<file path="src/rtl/bus_reg_bank_pkg.sv">
// bus_reg_bank_pkg: shared sizes, FSM encoding and clear bounds for the bus register bank.
// BUS_REG_BANK_R0_ZERO_EN makes register 0 constant zero and starts the clear at index 1.
package bus_reg_bank_pkg;
    localparam int NUM_REGS = 32;
    localparam int REG_W = 32;
    localparam int SEL_W = 5;
    typedef enum logic {IDLE = 1'b0, CLEAR = 1'b1} state_t;
    localparam logic [SEL_W-1:0] CLR_LAST = 5'd31;
`ifdef BUS_REG_BANK_R0_ZERO_EN
    localparam bit R0_ZERO = 1'b1;
    localparam logic [SEL_W-1:0] CLR_FIRST = 5'd1;
`else
    localparam bit R0_ZERO = 1'b0;
    localparam logic [SEL_W-1:0] CLR_FIRST = 5'd0;
`endif
endpackage

</file>
<file path="src/rtl/bus_reg_bank_reg_load32.sv">
// reg_load32: bus-width register with async active-high reset and load enable.
module reg_load32
    import bus_reg_bank_pkg::*;
(
    input  logic             clock,
    input  logic             reset,
    input  logic             load,
    input  logic [REG_W-1:0] d,
    output logic [REG_W-1:0] q
);
    always_ff @(posedge clock or posedge reset)
        if (reset) q <= '0;
        else if (load) q <= d;
endmodule

</file>
<file path="src/rtl/bus_reg_bank.sv">
// bus_reg_bank: 32-register bus write bank with parallel readout and sequenced bank clear.
// BUS_REG_BANK_R0_ZERO_EN ties register 0 to zero (writes to it are acked and discarded).
module bus_reg_bank #(
    parameter int NUM_REGS = bus_reg_bank_pkg::NUM_REGS,
    parameter int REG_W = bus_reg_bank_pkg::REG_W
) (
    input  logic                      clock,
    input  logic                      reset,
    input  logic                      wr_en,
    input  logic [4:0]                wr_sel,
    input  logic [REG_W-1:0]          wr_data,
    output logic                      wr_ready,
    output logic                      wr_ack,
    input  logic                      clr_req,
    output logic                      clr_busy,
    output logic                      clr_done,
    output logic [NUM_REGS*REG_W-1:0] regs_flat
);
    import bus_reg_bank_pkg::*;
    state_t state, state_n;
    logic [SEL_W-1:0] clr_idx, clr_idx_n;
    logic accept, last;
    logic [NUM_REGS-1:0] wr_hot, clr_hot, ld;
    logic [REG_W-1:0] ld_data;
    assign clr_busy = state == CLEAR;
    assign wr_ready = !clr_busy;
    assign accept = wr_en && wr_ready;
    assign last = clr_idx == CLR_LAST;
    assign ld = wr_hot | clr_hot;
    // Writes never overlap a clear, so the load data only needs the clear override.
    assign ld_data = clr_busy ? '0 : wr_data;
    always_comb begin
        state_n = state;
        clr_idx_n = clr_idx;
        state_n = clr_busy ? (last ? IDLE : CLEAR) : (clr_req ? CLEAR : IDLE);
        clr_idx_n = clr_busy ? (last ? clr_idx : clr_idx + 1'b1) : (clr_req ? CLR_FIRST : clr_idx);
    end
    always_ff @(posedge clock or posedge reset)
        if (reset) begin
            state <= IDLE;
            clr_idx <= '0;
            wr_ack <= 1'b0;
            clr_done <= 1'b0;
        end else begin
            state <= state_n;
            clr_idx <= clr_idx_n;
            wr_ack <= accept;
            clr_done <= clr_busy && last;
        end
    for (genvar i = 0; i < NUM_REGS; i++) begin : g
        assign wr_hot[i] = accept && wr_sel == SEL_W'(i);
        assign clr_hot[i] = clr_busy && clr_idx == SEL_W'(i);
        if (R0_ZERO && i == 0) begin : z
            assign regs_flat[REG_W-1:0] = '0;
        end else begin : r
            reg_load32 u_reg (
                .clock(clock),
                .reset(reset),
                .load(ld[i]),
                .d(ld_data),
                .q(regs_flat[i*REG_W +: REG_W])
            );
        end
    end
endmodule

</file>
<file path="config.mk">
export PLATFORM = sky130hd
export DESIGN_NAME = bus_reg_bank
export DESIGN_NICKNAME = d
export VERILOG_FILES = /design/src/rtl/bus_reg_bank_pkg.sv /design/src/rtl/bus_reg_bank_reg_load32.sv /design/src/rtl/bus_reg_bank.sv
export SDC_FILE = /design/constraint.sdc
export NUM_CORES = 2
export LEC_CHECK = 0
export BUFFER_PORTS_ARGS = -buffer_cell sky130_fd_sc_hd__buf_4
export CAP_MARGIN = 20
export CORE_AREA = 2 2 419 421
export CTS_CLUSTER_SIZE = 40
export DETAILED_ROUTE_END_ITERATION = 10
export DIE_AREA = 0 0 421 423
export HOLD_SLACK_MARGIN = 0.12
export PLACE_DENSITY = 0.54
export SETUP_SLACK_MARGIN = 0.4
export SLEW_MARGIN = 20
export SYNTH_ARGS = -nofsm -noshare
export SYNTH_HDL_FRONTEND = slang
export SYNTH_HIERARCHICAL = 1
export SYNTH_SLANG_ARGS = --single-unit
export TNS_END_PERCENT = 20
</file>
<file path="constraint.sdc">
create_clock -name clock -period 5.2 [get_ports clock]
set_input_delay 0.26 -clock clock [delete_from_list [all_inputs] [get_ports clock]]
set_output_delay 0.26 -clock clock [all_outputs]
set_load 0.1 [all_outputs]
</file>
==> reports/metrics.cfg <==
[status]
status=finished clean

[placed_design]
dpl.hpwl_um=117700
port_buffers=1068
globalplace.congestion=0.7834

[clocking]
clock_latency_ns=0.75
hold_buffers=10
cts_buffers=116
clock_sinks=1032
cts_tree=yes
cts.clk_slew.worst_paths_ns=0.06
cts_root_buffer=clkbuf_16
ctsResizeCount=0
cts_buffer_depth=3
htreeDepth=3
cts_setup_buffers=0

[worst_setup_path]
endpoint_kind=flip-flop
crit_arrival_ns=3.92
worstSetupPathType=flip-flop to flip-flop
critical_path.max_stage_delay_ns=0.92
cp_num_cells=4
crit_start=clr_busy
r2r_slack_ns=1.92
r2r-end=g[21].r.u_reg/q[20]
worstPathCellList=nand3_1 > o22ai_4 > buf_4 > mux2_4
cp.required_ns=5.84
cpMaxStageDelayCell=dfrtp_4
cp-endpoint=g[21].r.u_reg/q[20]
start_kind=flip-flop
cp_num_buf_inv=1
cp_max_fo=28
cp_top_family=flip-flops
r2r-start=clr_busy
reg2regPathDepth=4

[sta]
drv_slew=0
max_slew_margin_pct=27.37
finalHoldViolations=0
finalSetupTns_ns=0
fin_crit_sh_pct=63.08
min_period_ns=3.280
setup_viol=0
clock_skew_ns=0.02111
tightest_slew_ns=1.089
fmax_mhz=304.9
rsz0062_at_grt=no

[grt]
grt_usage_pct=19.27
gr-total-overflow=0
grt_pass1_wl_um=238900
grt_max_degree=33
grt_pass1_vias=26680
grt_antenna_before_repair=17

[drt]
routed_wl_um=176900
route.vias.total=25730
drt-pass1-iter-count=5
wl_per_cell_um=29.72
ant_nets=0
drt-initial-drc-count=1797
drc=0
vias_per_cell=4.323

[synthesis]
avgSynthCellArea_um2=18.78
ys_warn_count=6
ys_types=30
syn_inst=2355
synth_seq_cells=1032
syn-num-nets=2402
syn_area_um2=44230
ys_seq_area_share_pct=58.38

[floorplan]
rows=153
ios=1069
die_y_um=423
coreArea_um2=173200
start_util_pct=25.53
fp.dieW_um=421
die_area_um2=178100

[layout]
multiInputGateArea_um2=16590
fillCellCount=16830
drive_gt1_share_pct=68.19
area_delta_synth_final_pct=32.12
seqCellArea_um2=25830
fin_nets=3572

[hold_path]
hold_path_class=input port to async pin

[job]
max-cap-violations=0

==> stage by stage <==
stage | area [um2] | setup slack, ns | instances | hold slack, ns | utilization [%]
final | 58440 | 1.920 | 5952 | 0.2042 | 33.73
after detailed placement | 54380 | 1.755 | 5720 | 0.4239 | 31.39
after global routing | 58430 | 1.708 | 5948 | 0.1755 | 33.73
after CTS | 58380 | 1.728 | 5945 | 0.1339 | 33.70
after global placement | 54320 | 1.801 | 5717 | 0.4183 | 31.35
after floorplan | 44230 | 2.496 | 2355 | 0.07566 | -
==> cell usage in the layout, fill, tap and decap left out, drive strengths merged <==
cell         instances
a21o                 1
and2                 1
and2b                1
and3                 1
and3b                1
buf               1182
bufinv               6
clkbuf             176
clkinv              28
clkinvlp             1
dfrtp             1032
diode                5
dlygate4sd3         10
ha                   6
inv                 42
mux2              1026
nand2               16
nand2b               3
nand3                6
nand4b               1
nor2                 4
nor2b               36
nor3b                1
o21ai                3
o22ai               33
o31ai                1
or2                  2
or2b                 1
xnor2                1
==> worst reg2reg max path: cells and delay by family (launching register included) <==
kind / cells / cell delay, ns
simple gates: 1 / 0.58
compound gates: 1 / 0.92
buf+inv: 1 / 0.41
flops: 1 / 0.92
mux: 1 / 0.33
==> cell type report <==
type                    count  share of cell area [%]
flip-flops and latches   1032                   44.19
multi-input cells        1145                   28.38
repair buffers           1192                   15.51
clock buffers             176                   5.973
well taps                2325                   4.978
clock inverters            39                  0.6979
inverters                  38                  0.2441
diodes                      5                 0.02141
==> layer usage <==
metal	global-route usage [%]	up-vias	part of all wire, %
li1	-	10570	-
met2	32.99	959	50
met3	4.310	275	5.5
met1	23.69	13920	41
met4	6.924	4	3.4
met5	0	-	0.012
==> synthesized netlist by cell type, drive strengths merged <==
cell type	count	area share (%)
a21o	1	0.017
and2	1	0.014
and2b	1	0.017
and3	1	0.017
and3b	1	0.020
buf	133	5.3
clkbuf	7	0.062
dfrtp	1032	58
ha	6	0.17
inv	38	0.32
mux2	1026	34
nand2	16	0.14
nand2b	3	0.042
nand3	6	0.079
nand4b	1	0.020
nor2	4	0.034
nor2b	36	0.51
nor3b	1	0.042
o21ai	3	0.034
o22ai	33	0.47
o31ai	1	0.017
or2	2	0.028
or2b	1	0.020
xnor2	1	0.020
==> kinds of logic after synthesis <==
logic type | after synthesis | synth area share, %
DFF | 1032 | 58.38
muxes | 1026 | 34.27
buffers and inverters | 178 | 5.649
and+or+nand+nor | 74 | 0.9787
AOI/OAI and AO/OA | 38 | 0.5346
adders and majority gates | 6 | 0.1697
xor gates and xnor gates | 1 | 0.01980
==> sequential cells by signal, summed over array words and instances (netlist names) <==
name / cells
g.r.u_reg/q: 1024
clr_idx: 5
clr_done: 1
wr_ack: 1
clr_busy: 1
==> worst min-delay path by stage <==
stage	start	endpoint	depth (start not counted)	slack [ns]
global route	wr_data[3]	g[16].r.u_reg/q[3]	3	0.18
detailed placement	reset	g[13].r.u_reg/q[15]	2	0.42
floorplan	reset	clr_busy	1	0.08
finish	reset	g[2].r.u_reg/q[27]	3	0.20
global placement	reset	g[13].r.u_reg/q[22]	2	0.42
CTS	reset	g[2].r.u_reg/q[31]	3	0.13
Power is left out: the tool's default activity adds up to more than one toggle a clock period on the data nets, which glitch-free logic cannot reach.
